`src/rtl/evp_if.sv`:
```
// EVP instruction bus: start/operands from the dispatcher, N/S RAM read ports,
// and the result/status FIFO write side.
interface evp_if #(
  parameter int unsigned word_size = 16,
  parameter int unsigned n_size    = 8,
  parameter int unsigned s_size    = 88
);
  localparam int unsigned N_AW = $clog2(n_size);
  localparam int unsigned S_AW = $clog2(s_size);

  logic                        start_evp;
  logic [2:0]                  A;
  logic signed [word_size-1:0] x_in;
  logic [4:0]                  N_in;
  logic signed [word_size-1:0] s_coeff;
  logic                        en_rd_N;
  logic [N_AW-1:0]             rd_addr_N;
  logic                        en_rd_S;
  logic [S_AW-1:0]             rd_addr_S;
  logic                        done_evp;
  logic signed [31:0]          result;
  logic [31:0]                 status;
  logic                        fifo_wr_en_r;
  logic                        fifo_wr_en_s;

  modport master (
    output start_evp, A, x_in, N_in, s_coeff,
    input  en_rd_N, rd_addr_N, en_rd_S, rd_addr_S,
    input  done_evp, result, status, fifo_wr_en_r, fifo_wr_en_s
  );

  modport slave (
    input  start_evp, A, x_in, N_in, s_coeff,
    output en_rd_N, rd_addr_N, en_rd_S, rd_addr_S,
    output done_evp, result, status, fifo_wr_en_r, fifo_wr_en_s
  );
endinterface

```
`src/rtl/evp_fsm.sv`:
```
// EVP instruction FSM: reads degree N of polynomial A from N RAM, walks its
// coefficients in S RAM from A*11+N down to A*11 and evaluates it at x by
// Horner's rule, then writes one result and one status word to the FIFOs.
// Optional feature macro: EVP_OVF_DETECT_EN (sticky signed-32 overflow -> status 3).
module evp_fsm #(
  parameter int unsigned word_size   = 16,
  parameter int unsigned buffer_size = 1024,
  parameter int unsigned n_size      = 8,
  parameter int unsigned s_size      = 88
) (
  input logic  clk,
  input logic  rst,
  input logic  rst_instr,
  evp_if.slave bus
);
  localparam int unsigned N_AW   = $clog2(n_size);
  localparam int unsigned S_AW   = $clog2(s_size);
  localparam int unsigned ACC_W  = 32;
  localparam int unsigned IDX_W  = 4;
  localparam int unsigned MAX_N  = 10;
  localparam int unsigned COEFFS = 11;

  // Depths below one full polynomial table cannot hold the 8 x 11 layout.
  generate
    if (buffer_size == 0 || n_size < 8 || s_size < 88) begin : g_cfg_check
      $error("evp_fsm: unsupported RAM depth configuration");
    end
  endgenerate

  typedef enum logic [2:0] {IDLE, RD_N, CHK_N, LOAD, MAC, ERROR, END} state_t;

  state_t                      state, state_nxt;
  logic [2:0]                  a_q, a_nxt;
  logic signed [word_size-1:0] x_q, x_nxt;
  logic [IDX_W-1:0]            idx, idx_nxt;
  logic signed [ACC_W-1:0]     acc, acc_nxt;
  logic signed [ACC_W-1:0]     result_q, result_nxt;
  logic [ACC_W-1:0]            status_q, status_nxt;
  logic signed [ACC_W-1:0]     coeff_ext, x_ext, prod_lo, mac_val;

`ifdef EVP_OVF_DETECT_EN
  localparam int unsigned PROD_W = ACC_W + word_size;
  localparam int unsigned SUM_W  = ACC_W + 1;
  logic                     ovf_q, ovf_nxt, step_ovf;
  logic signed [PROD_W-1:0] prod_full;
  logic signed [SUM_W-1:0]  sum_full;
`endif

  // Coefficient address of term off of polynomial a.
  function automatic logic [S_AW-1:0] s_addr(input logic [2:0] a, input logic [IDX_W-1:0] off);
    return S_AW'(32'(a) * 32'(COEFFS) + 32'(off));
  endfunction

  // Horner step datapath, wrapped to 32 bits.
  assign coeff_ext = ACC_W'(bus.s_coeff);
  assign x_ext     = ACC_W'(x_q);
  assign prod_lo   = acc * x_ext;
  assign mac_val   = prod_lo + coeff_ext;

`ifdef EVP_OVF_DETECT_EN
  // Exact product and sum compared against their wrapped 32-bit forms.
  assign prod_full = PROD_W'(acc) * PROD_W'(x_q);
  assign sum_full  = SUM_W'(prod_lo) + SUM_W'(coeff_ext);
  assign step_ovf  = (prod_full != PROD_W'(prod_lo)) || (sum_full != SUM_W'(mac_val));
`endif

  assign bus.result = result_q;
  assign bus.status = status_q;

  // State register.
  always_ff @(posedge clk or negedge rst) begin
    if (!rst) state <= IDLE;
    else      state <= state_nxt;
  end

  // Next state, datapath next values and RAM/FIFO strobes decoded from state.
  always_comb begin
    state_nxt        = state;
    a_nxt            = a_q;
    x_nxt            = x_q;
    idx_nxt          = idx;
    acc_nxt          = acc;
    result_nxt       = result_q;
    status_nxt       = status_q;
`ifdef EVP_OVF_DETECT_EN
    ovf_nxt          = ovf_q;
`endif
    bus.en_rd_N      = 1'b0;
    bus.rd_addr_N    = '0;
    bus.en_rd_S      = 1'b0;
    bus.rd_addr_S    = '0;
    bus.done_evp     = 1'b0;
    bus.fifo_wr_en_r = 1'b0;
    bus.fifo_wr_en_s = 1'b0;

    case (state)
      IDLE: begin
        if (bus.start_evp) begin
          a_nxt     = bus.A;
          x_nxt     = bus.x_in;
`ifdef EVP_OVF_DETECT_EN
          ovf_nxt   = 1'b0;
`endif
          state_nxt = RD_N;
        end
      end
      RD_N: begin
        bus.en_rd_N   = 1'b1;
        bus.rd_addr_N = N_AW'(a_q);
        state_nxt     = CHK_N;
      end
      CHK_N: begin
        if (bus.N_in > 5'(MAX_N)) begin
          state_nxt = ERROR;
        end else begin
          idx_nxt       = IDX_W'(bus.N_in);
          bus.en_rd_S   = 1'b1;
          bus.rd_addr_S = s_addr(a_q, IDX_W'(bus.N_in));
          state_nxt     = LOAD;
        end
      end
      LOAD, MAC: begin
        if (state == LOAD) begin
          acc_nxt = coeff_ext;
        end else begin
          acc_nxt = mac_val;
`ifdef EVP_OVF_DETECT_EN
          ovf_nxt = ovf_q | step_ovf;
`endif
        end
        if (idx == '0) begin
          result_nxt = acc_nxt;
          status_nxt = '0;
`ifdef EVP_OVF_DETECT_EN
          if (ovf_nxt) status_nxt = ACC_W'(3);
`endif
          state_nxt  = END;
        end else begin
          bus.en_rd_S   = 1'b1;
          bus.rd_addr_S = s_addr(a_q, idx - IDX_W'(1));
          idx_nxt       = idx - IDX_W'(1);
          state_nxt     = MAC;
        end
      end
      ERROR: begin
        result_nxt = '0;
        status_nxt = ACC_W'(2);
        state_nxt  = END;
      end
      END: begin
        bus.done_evp     = 1'b1;
        bus.fifo_wr_en_r = 1'b1;
        bus.fifo_wr_en_s = 1'b1;
        state_nxt        = IDLE;
      end
      default: state_nxt = IDLE;
    endcase

    // Instruction abort returns everything to the reset picture.
    if (!rst_instr) begin
      state_nxt  = IDLE;
      result_nxt = '0;
      status_nxt = '1;
    end
  end

  // Datapath and result/status registers.
  always_ff @(posedge clk or negedge rst) begin
    if (!rst) begin
      a_q      <= '0;
      x_q      <= '0;
      idx      <= '0;
      acc      <= '0;
      result_q <= '0;
      status_q <= '1;
`ifdef EVP_OVF_DETECT_EN
      ovf_q    <= 1'b0;
`endif
    end else begin
      a_q      <= a_nxt;
      x_q      <= x_nxt;
      idx      <= idx_nxt;
      acc      <= acc_nxt;
      result_q <= result_nxt;
      status_q <= status_nxt;
`ifdef EVP_OVF_DETECT_EN
      ovf_q    <= ovf_nxt;
`endif
    end
  end
endmodule

```
`src/flat_wrapper.sv`:
```
// flat-port wrapper written by rule: the top's interface ports become plain ports
module evp_fsm_flat 
#(
  parameter int unsigned word_size   = 16,
  parameter int unsigned buffer_size = 1024,
  parameter int unsigned n_size      = 8,
  parameter int unsigned s_size      = 88
)
  (clk, rst, rst_instr, bus_start_evp, bus_A, bus_x_in, bus_N_in, bus_s_coeff, bus_en_rd_N, bus_rd_addr_N, bus_en_rd_S, bus_rd_addr_S, bus_done_evp, bus_result, bus_status, bus_fifo_wr_en_r, bus_fifo_wr_en_s);
  evp_if #(.word_size(word_size), .n_size(n_size), .s_size(s_size)) bus_i ();
  input logic clk;
  input logic rst;
  input logic rst_instr;
  input wire logic [$bits(bus_i.start_evp)-1:0] bus_start_evp;
  input wire logic [$bits(bus_i.A)-1:0] bus_A;
  input wire logic [$bits(bus_i.x_in)-1:0] bus_x_in;
  input wire logic [$bits(bus_i.N_in)-1:0] bus_N_in;
  input wire logic [$bits(bus_i.s_coeff)-1:0] bus_s_coeff;
  output wire logic [$bits(bus_i.en_rd_N)-1:0] bus_en_rd_N;
  output wire logic [$bits(bus_i.rd_addr_N)-1:0] bus_rd_addr_N;
  output wire logic [$bits(bus_i.en_rd_S)-1:0] bus_en_rd_S;
  output wire logic [$bits(bus_i.rd_addr_S)-1:0] bus_rd_addr_S;
  output wire logic [$bits(bus_i.done_evp)-1:0] bus_done_evp;
  output wire logic [$bits(bus_i.result)-1:0] bus_result;
  output wire logic [$bits(bus_i.status)-1:0] bus_status;
  output wire logic [$bits(bus_i.fifo_wr_en_r)-1:0] bus_fifo_wr_en_r;
  output wire logic [$bits(bus_i.fifo_wr_en_s)-1:0] bus_fifo_wr_en_s;
  assign bus_i.start_evp = bus_start_evp;
  assign bus_i.A = bus_A;
  assign bus_i.x_in = bus_x_in;
  assign bus_i.N_in = bus_N_in;
  assign bus_i.s_coeff = bus_s_coeff;
  assign bus_en_rd_N = bus_i.en_rd_N;
  assign bus_rd_addr_N = bus_i.rd_addr_N;
  assign bus_en_rd_S = bus_i.en_rd_S;
  assign bus_rd_addr_S = bus_i.rd_addr_S;
  assign bus_done_evp = bus_i.done_evp;
  assign bus_result = bus_i.result;
  assign bus_status = bus_i.status;
  assign bus_fifo_wr_en_r = bus_i.fifo_wr_en_r;
  assign bus_fifo_wr_en_s = bus_i.fifo_wr_en_s;
  evp_fsm #(.word_size(word_size), .buffer_size(buffer_size), .n_size(n_size), .s_size(s_size)) u_core (.clk(clk), .rst(rst), .rst_instr(rst_instr), .bus(bus_i));
endmodule
```
`config.mk`:
```
export PLATFORM = sky130hd
export DESIGN_NAME = evp_fsm_flat
export DESIGN_NICKNAME = d
export VERILOG_FILES = /design/src/rtl/evp_if.sv /design/src/rtl/evp_fsm.sv /design/src/flat_wrapper.sv
export SDC_FILE = /design/constraint.sdc
export NUM_CORES = 1
export LEC_CHECK = 0
export ABC_AREA = 1
export CORE_ASPECT_RATIO = 1.2
export CORE_MARGIN = 4
export CORE_UTILIZATION = 56
export CTS_CLUSTER_SIZE = 40
export DETAILED_ROUTE_END_ITERATION = 10
export PLACE_DENSITY = 0.84
export SYNTH_ARGS = -nofsm -noshare
export SYNTH_HDL_FRONTEND = slang
export SYNTH_SLANG_ARGS = --single-unit
```
`constraint.sdc`:
```
create_clock -name clk -period 5.9 [get_ports clk]
set_clock_uncertainty 0.05 [all_clocks]
set_input_delay 1.18 -clock clk [delete_from_list [all_inputs] [get_ports clk]]
set_output_delay 1.18 -clock clk [all_outputs]
set_load 0.01 [all_outputs]
```
=== Word level (Yosys, flattened, before mapping) ===
Index checks and enable logic that the tools add are counted.

* Output and inout bits: 79
* Register bits: 122
* Logic and storage cells: 56
* Input bits: 44

* Add/sub/neg operators: 4
* Magnitude comparators: 1
* Mux-type cells: 24
* Equal/unequal tests: 11
* $mul: 2
* Reduce and logical (&&, ||, !) cells: 7

{| class="wikitable"
|+ Operator list
! operator !! count
|-
| two-way mux 32 bit || 5
|-
| case mux 32 bit (2 select lines) || 2
|-
| adder 32 x 16 -> 32 bit || 1
|-
| multiplier 32 x 16 -> 32 bit || 1
|-
| case mux 3 bit (5 select lines) || 1
|-
| adder 7 x 4 -> 7 bit || 2
|-
| two-way mux 7 bit || 2
|-
| case mux 7 bit (2 select lines) || 1
|-
| two-way mux 3 bit || 4
|-
| == test 3 bit (second input constant) || 3
|-
| two-way mux 4 bit || 2
|-
| case mux 4 bit (2 select lines) || 1
|-
| multiplier 3 x 4 -> 7 bit (second input constant) || 1
|-
| == test 3 x 2 -> 1 bit (second input constant) || 2
|-
| > comparator 5 x 4 -> 1 bit (second input constant) || 1
|-
| logical NOT 4 bit || 1
|-
| two-way mux 1 bit || 4
|-
| != test 2 bit (second input constant) || 2
|-
| AND reduction 2 bit || 2
|-
| subtractor 4 x 1 -> 4 bit (second input constant) || 1
|-
| == test 3 x 1 -> 1 bit (second input constant) || 1
|-
| logical NOT 3 bit || 1
|-
| != test 3 x 1 -> 1 bit (second input constant) || 1
|-
| != test 3 x 2 -> 1 bit (second input constant) || 1
|-
| 6 further kinds || 6
|}

=== Logic depth before layout (Yosys ltp) ===
* Depth in word-level cells: 6
* Depth in mapped cells: 29
* Mapped depth without buffers: 27

=== Worst setup path after synthesis ===
Ideal clock, no wire load.

* Path type: reg2reg
* Start: reg u_core.x_q[4]
* End: reg u_core.acc[27]
* Library setup time: 0.066 ns
* Arrival time: 5.608 ns
* Stages on the path, launching flop included: 25
* Setup slack: 0.176 ns
* Data required time: 5.784 ns
* Period minus slack after synthesis: 5.724 ns
* Path buffers: 2
* Path through: dfrtp_1 clkbuf_1 buf_1 nand2_1 fa_1 inv_1 fa_1 inv_1 fa_1 inv_1 fa_1 fa_1 inv_1 fa_1 inv_1 ha_1 a21oi_1 o21ai_0 a21oi_1 nand3_1 a21o_1 or2_2 nand3_1 nand3_1 nand2_1

* Cells in the longest elaborated chain, start to end: 3

{| class="wikitable"
|+ RTL lines
! item !! line !! text
|-
| start, declared || evp_fsm.sv:34 || <nowiki>logic signed [word_size-1:0] x_q, x_nxt;</nowiki>
|-
| start signal, assigned || evp_fsm.sv:181 || <nowiki>x_q <= x_nxt;</nowiki>
|-
| multiplier 32 x 16 -> 32 bit || evp_fsm.sv:57 || <nowiki>assign prod_lo = acc * x_ext;</nowiki>
|-
| adder 32 x 16 -> 32 bit || evp_fsm.sv:58 || <nowiki>assign mac_val = prod_lo + coeff_ext;</nowiki>
|-
| two-way mux 32 bit || evp_fsm.sv:123 || <nowiki>if (state == LOAD) begin</nowiki>
|-
| end signal, assigned || evp_fsm.sv:183 || <nowiki>acc <= acc_nxt;</nowiki>
|-
| end, declared || evp_fsm.sv:36 || <nowiki>logic signed [ACC_W-1:0] acc, acc_nxt;</nowiki>
|}

No other way between the ends.
A chain may end at the register's enable or synchronous reset.

=== Final worst setup path ===
* Start: reg u_core.acc[6]
* End: reg u_core.acc[13]

* Cells in the longest elaborated chain, start to end: 3

{| class="wikitable"
|+ RTL lines
! item !! line
|-
| multiplier 32 x 16 -> 32 bit || evp_fsm.sv:57
|-
| adder 32 x 16 -> 32 bit || evp_fsm.sv:58
|-
| two-way mux 32 bit || evp_fsm.sv:123
|}

No other way between the ends.

==> report_table.html <==
<table>
<tr><th>Metric</th><th>Value</th></tr>
<tr><th colspan="2">Run status</th></tr>
<tr><td>Run status</td><td>finished, violations left</td></tr>
<tr><td>Failing checks</td><td>setup timing</td></tr>
<tr><th colspan="2">Synth</th></tr>
<tr><td>Register bit total from synthesis</td><td>92</td></tr>
<tr><td>Cell types with the highest counts after synthesis</td><td>647 x sky130_fd_sc_hd__inv_1, 636 x sky130_fd_sc_hd__nand2_1, 337 x sky130_fd_sc_hd__fa_1, 112 x sky130_fd_sc_hd__ha_1, 90 x sky130_fd_sc_hd__dfrtp_1</td></tr>
<tr><td>Net count of the mapped netlist</td><td>2849</td></tr>
<tr><td>Mapped Area</td><td>18200 µm²</td></tr>
<tr><td>Dominant cell by count in the synthesized netlist</td><td>sky130_fd_sc_hd__inv_1</td></tr>
<tr><td>Synth area leader</td><td>sky130_fd_sc_hd__fa_1</td></tr>
<tr><td>Primary flip-flop cell chosen by synthesis mapping</td><td>sky130_fd_sc_hd__dfrtp_1</td></tr>
<tr><td>Proportion of register bits with asynchronous set or reset after synthesis</td><td>1.00</td></tr>
<tr><td>Cell types with the largest area share after synthesis</td><td>sky130_fd_sc_hd__fa_1 37%, sky130_fd_sc_hd__inv_1 13%, sky130_fd_sc_hd__nand2_1 13%</td></tr>
<tr><td>Count of unique library cells instantiated by Yosys</td><td>45</td></tr>
<tr><td>Synth Instances</td><td>2356</td></tr>
<tr><td>Share of the synthesized area in the top cell type</td><td>0.370</td></tr>
<tr><td>Syn avg cell area</td><td>7.73 µm²</td></tr>
<tr><td>EDFF count, synth</td><td>0</td></tr>
<tr><td>Yosys warnings</td><td>0</td></tr>
<tr><td>Seq/Total Area, Yosys</td><td>0.127</td></tr>
<tr><th colspan="2">Timing</th></tr>
<tr><td>Unrepaired setup endpoints after global routing</td><td>yes</td></tr>
<tr><td>Final hold violation count</td><td>0</td></tr>
<tr><td>Min setup slack post-route</td><td>-0.00475 ns</td></tr>
<tr><td>Final setup vio count</td><td>1</td></tr>
<tr><td>Slew of the pin with the lowest slew margin</td><td>1.14 ns</td></tr>
<tr><td>Max Freq</td><td>169 MHz</td></tr>
<tr><td>Max-slew headroom</td><td>0.239</td></tr>
<tr><td>Share of the clock period used by the worst path after layout</td><td>1.00</td></tr>
<tr><td>Final-report max-slew violation count</td><td>0</td></tr>
<tr><td>Final-layout worst hold slack</td><td>0.420 ns</td></tr>
<tr><td>Min Tclk post-route</td><td>5.90 ns</td></tr>
<tr><th colspan="2">Drt</th></tr>
<tr><td>Detailed router's first-iteration violation count</td><td>1465</td></tr>
<tr><td>Final wirelength</td><td>57400 µm</td></tr>
<tr><td>Count of nets left with antenna violations after detail routing</td><td>0</td></tr>
<tr><td>Detailed-routing iteration count for the pre-antenna-repair pass</td><td>6</td></tr>
<tr><td>Via count</td><td>16500</td></tr>
<tr><td>Average wire per standard cell</td><td>19.4 µm</td></tr>
<tr><td>DRC errors left</td><td>0</td></tr>
<tr><td>Per-cell via count in the routed design</td><td>5.57</td></tr>
<tr><th colspan="2">Global routing</th></tr>
<tr><td>Via count of the first global-routing pass</td><td>17000</td></tr>
<tr><td>Peak-usage layer in the global routing report</td><td>met2</td></tr>
<tr><td>Global-route wire length before repair</td><td>84600 µm</td></tr>
<tr><td>Pin count of the biggest net entering global routing</td><td>64</td></tr>
<tr><td>Global-route met2 utilization</td><td>0.525</td></tr>
<tr><td>GRT Residual Overflow</td><td>0</td></tr>
<tr><td>Initial antenna violation count</td><td>0</td></tr>
<tr><td>Met3 Track Usage GR</td><td>0.0469</td></tr>
<tr><td>GR met1 Demand/Resource</td><td>0.360</td></tr>
<tr><td>GRT Util Overall</td><td>0.298</td></tr>
<tr><th colspan="2">Floorplan</th></tr>
<tr><td>Die Ht</td><td>206 µm</td></tr>
<tr><td>I/O pins</td><td>123</td></tr>
<tr><td>Initial core utilization</td><td>0.566</td></tr>
<tr><td>Die Outline Area</td><td>35500 µm²</td></tr>
<tr><td>Overall die width</td><td>173 µm</td></tr>
<tr><td>Core region area</td><td>32200 µm²</td></tr>
<tr><td>Number of rows created at floorplan</td><td>72</td></tr>
<tr><th colspan="2">Final layout</th></tr>
<tr><td>Layout filler cell count</td><td>2278</td></tr>
<tr><td>Area grow syn2layout</td><td>21.1%</td></tr>
<tr><td>Util after Layout</td><td>0.686</td></tr>
<tr><td>Number of nets in the final layout</td><td>3040</td></tr>
<tr><td>Register cell area after layout</td><td>2340 µm²</td></tr>
<tr><td>Area occupied by multi-input gates</td><td>13400 µm²</td></tr>
<tr><td>Post-layout instance count excluding filler cells</td><td>2959</td></tr>
<tr><td>Share of layout cells above drive strength 1</td><td>0.158</td></tr>
<tr><td>Diodes inserted</td><td>0</td></tr>
<tr><th colspan="2">Place</th></tr>
<tr><td>Final HPWL from detailed placement</td><td>42600 µm</td></tr>
<tr><td>I/O Buffers</td><td>122</td></tr>
<tr><td>Routability-driven placement congestion ratio</td><td>0.962</td></tr>
<tr><td>Cell count after placement</td><td>2901</td></tr>
<tr><th colspan="2">Flow run</th></tr>
<tr><td>Count of max-cap constraint violations</td><td>0</td></tr>
<tr><th colspan="2">Critical path</th></tr>
<tr><td>Crit start category</td><td>flop</td></tr>
<tr><td>Critical path fanouts, max</td><td>5</td></tr>
<tr><td>Internal reg-to-reg setup slack</td><td>-0.005 ns</td></tr>
<tr><td>Setup crit end kind</td><td>flop</td></tr>
<tr><td>Data required, critical path</td><td>6.07 ns</td></tr>
<tr><td>CP Class</td><td>reg2reg</td></tr>
<tr><td>Critical Path AT</td><td>6.08 ns</td></tr>
<tr><th colspan="2">Clocking</th></tr>
<tr><td>Count of clock tree sinks</td><td>92</td></tr>
<tr><td>Maximum clock path buffer count</td><td>2</td></tr>
<tr><td>Clock transition at the register clock pins on the worst setup and hold paths after CTS</td><td>0.08 ns</td></tr>
<tr><td>Clock Root Buffer</td><td>sky130_fd_sc_hd__clkbuf_16</td></tr>
<tr><td>Hold-fix buffer count after cts</td><td>0</td></tr>
<tr><td>CTS tree</td><td>built</td></tr>
<tr><td>Maximum level of the CTS H-tree</td><td>3</td></tr>
<tr><td>Number of buffers created by CTS</td><td>9</td></tr>
<tr><td>Clock insertion delay at the later pin of the skew report</td><td>0.37 ns</td></tr>
<tr><th colspan="2">Hold path</th></tr>
<tr><td>Type of the tightest min-delay check</td><td>reg2reg</td></tr>
</table>
## per-stage QoR
| step | worst slack (ns) | cell area [µm²] | setup TNS (ns) |
|---|---|---|---|
| finish | -0.00475 | 22100 | -0.00475 |
| global route | -0.177 | 22100 | -1.72 |
| CTS | 0.00881 | 21000 | 0 |
| detailed placement | -0.534 | 20600 | -12.45 |
| global placement | -0.459 | 20600 | -10.25 |
| floorplan | 0.176 | 18200 | 0 |
## cell families after synthesis
kind of cell | Yosys count | share of synthesized area
AOI/OAI and AO/OA | 157 | 0.0510
and+or+nand+nor | 824 | 0.181
muxes | 15 | 0.00927
DFF | 92 | 0.127
buffers and inverters | 792 | 0.172
adders and majority gates | 449 | 0.447
xor gates and xnor gates | 27 | 0.0130
## layer usage
| metal | wire length [µm] | vias up |
|---|---|---|
| met5 | 0 | - |
| met2 | 27700 | 986 |
| met1 | 20100 | 8018 |
| met4 | 4430 | 0 |
| li1 | - | 7141 |
| met3 | 5160 | 342 |
## worst max-delay path: stages, from the launching register on
cell and delay [ns]:
sky130_fd_sc_hd__dfrtp_2 0.48, sky130_fd_sc_hd__buf_2 0.21, sky130_fd_sc_hd__nand2_1 0.08, sky130_fd_sc_hd__inv_1 0.05
sky130_fd_sc_hd__fa_1 0.47, sky130_fd_sc_hd__inv_1 0.05, sky130_fd_sc_hd__fa_1 0.47, sky130_fd_sc_hd__fa_1 0.51
sky130_fd_sc_hd__inv_1 0.05, sky130_fd_sc_hd__fa_1 0.51, sky130_fd_sc_hd__fa_1 0.50, sky130_fd_sc_hd__inv_1 0.05
sky130_fd_sc_hd__fa_1 0.49, sky130_fd_sc_hd__inv_1 0.07, sky130_fd_sc_hd__ha_4 0.29, sky130_fd_sc_hd__inv_1 0.05
sky130_fd_sc_hd__o21ai_1 0.26, sky130_fd_sc_hd__nor2_1 0.10, sky130_fd_sc_hd__nand2_1 0.13, sky130_fd_sc_hd__a31o_2 0.18
sky130_fd_sc_hd__xor2_1 0.23, sky130_fd_sc_hd__nand2_1 0.08, sky130_fd_sc_hd__o21ai_0 0.21, sky130_fd_sc_hd__o21ai_0 0.16
## path summary, 6_finish.rpt
check,start,to,cells past startpoint
worst max-delay path,u_core.acc[6]$_DFFE_PN0P_,u_core.acc[13]$_DFFE_PN0P_,23
worst min-delay path,u_core.bus.status[1]$_DFFE_PN1P_,u_core.bus.status[1]$_DFFE_PN1P_,2
worst min register to register,u_core.bus.status[1]$_DFFE_PN1P_,u_core.bus.status[1]$_DFFE_PN1P_,2
worst max register to register,u_core.acc[6]$_DFFE_PN0P_,u_core.acc[13]$_DFFE_PN0P_,23
min in group asynchronous,rst,u_core.bus.result[27]$_DFFE_PN0P_,1
max in group asynchronous,rst,u_core.acc[5]$_DFFE_PN0P_,2
## timing repair
item | 4_1_cts | 5_1_grt
pin swaps | 0 | 76
endpoints found under the setup margin | 29 | 41
gates resized for setup | 19 | 183
setup buffers | 2 | 35
gates cloned | 1 | 5
## registers in the layout, summed over array words and instances (netlist names)
| register | cells |
|---|---|
| u_core.a_q | 3 |
| u_core.bus.result | 32 |
| u_core.x_q | 16 |
| u_core.bus.status | 2 |
| u_core.acc | 32 |
| u_core.idx | 4 |
| u_core.state | 3 |
## cell type report
type | instances | share of cell area
Clock buffer | 10 | 0.0108
Multi-Input combinational cell | 1472 | 0.606
Clock inverter | 6 | 0.00295
Timing Repair Buffer | 320 | 0.140
Inverter | 652 | 0.111
Tap cell | 407 | 0.0231
Sequential cell | 92 | 0.106
## cells in the final DEF, fill, tap and decap left out, types with 7 or more instances in the layout
| master | instances |
|---|---|
| sky130_fd_sc_hd__inv_1 | 624 |
| sky130_fd_sc_hd__nand2_1 | 614 |
| sky130_fd_sc_hd__fa_1 | 328 |
| sky130_fd_sc_hd__buf_4 | 157 |
| sky130_fd_sc_hd__clkdlybuf4s50_1 | 120 |
| sky130_fd_sc_hd__ha_1 | 93 |
| sky130_fd_sc_hd__nand3_1 | 66 |
| sky130_fd_sc_hd__nor2_1 | 64 |
| sky130_fd_sc_hd__dfrtp_1 | 62 |
| sky130_fd_sc_hd__o21ai_0 | 46 |
| sky130_fd_sc_hd__dfrtp_2 | 28 |
| sky130_fd_sc_hd__inv_2 | 27 |
| sky130_fd_sc_hd__a21oi_1 | 26 |
| sky130_fd_sc_hd__a21oi_2 | 19 |
| sky130_fd_sc_hd__nand2_2 | 18 |
| sky130_fd_sc_hd__ha_4 | 18 |
| sky130_fd_sc_hd__buf_12 | 18 |
| sky130_fd_sc_hd__xor2_1 | 16 |
| sky130_fd_sc_hd__mux2_2 | 15 |
| sky130_fd_sc_hd__buf_6 | 15 |
| sky130_fd_sc_hd__clkbuf_16 | 14 |
| sky130_fd_sc_hd__nand4_1 | 13 |
| sky130_fd_sc_hd__o21ai_1 | 12 |
| sky130_fd_sc_hd__xnor2_1 | 11 |
| sky130_fd_sc_hd__nor2_2 | 9 |
| sky130_fd_sc_hd__nand3_2 | 9 |
| sky130_fd_sc_hd__fa_2 | 9 |
| sky130_fd_sc_hd__a22o_1 | 8 |
| sky130_fd_sc_hd__a21o_1 | 8 |
| sky130_fd_sc_hd__a31oi_1 | 7 |
Power is not shown: default switching activity piles up to over one toggle a cycle in this logic, so the estimate is an artifact.
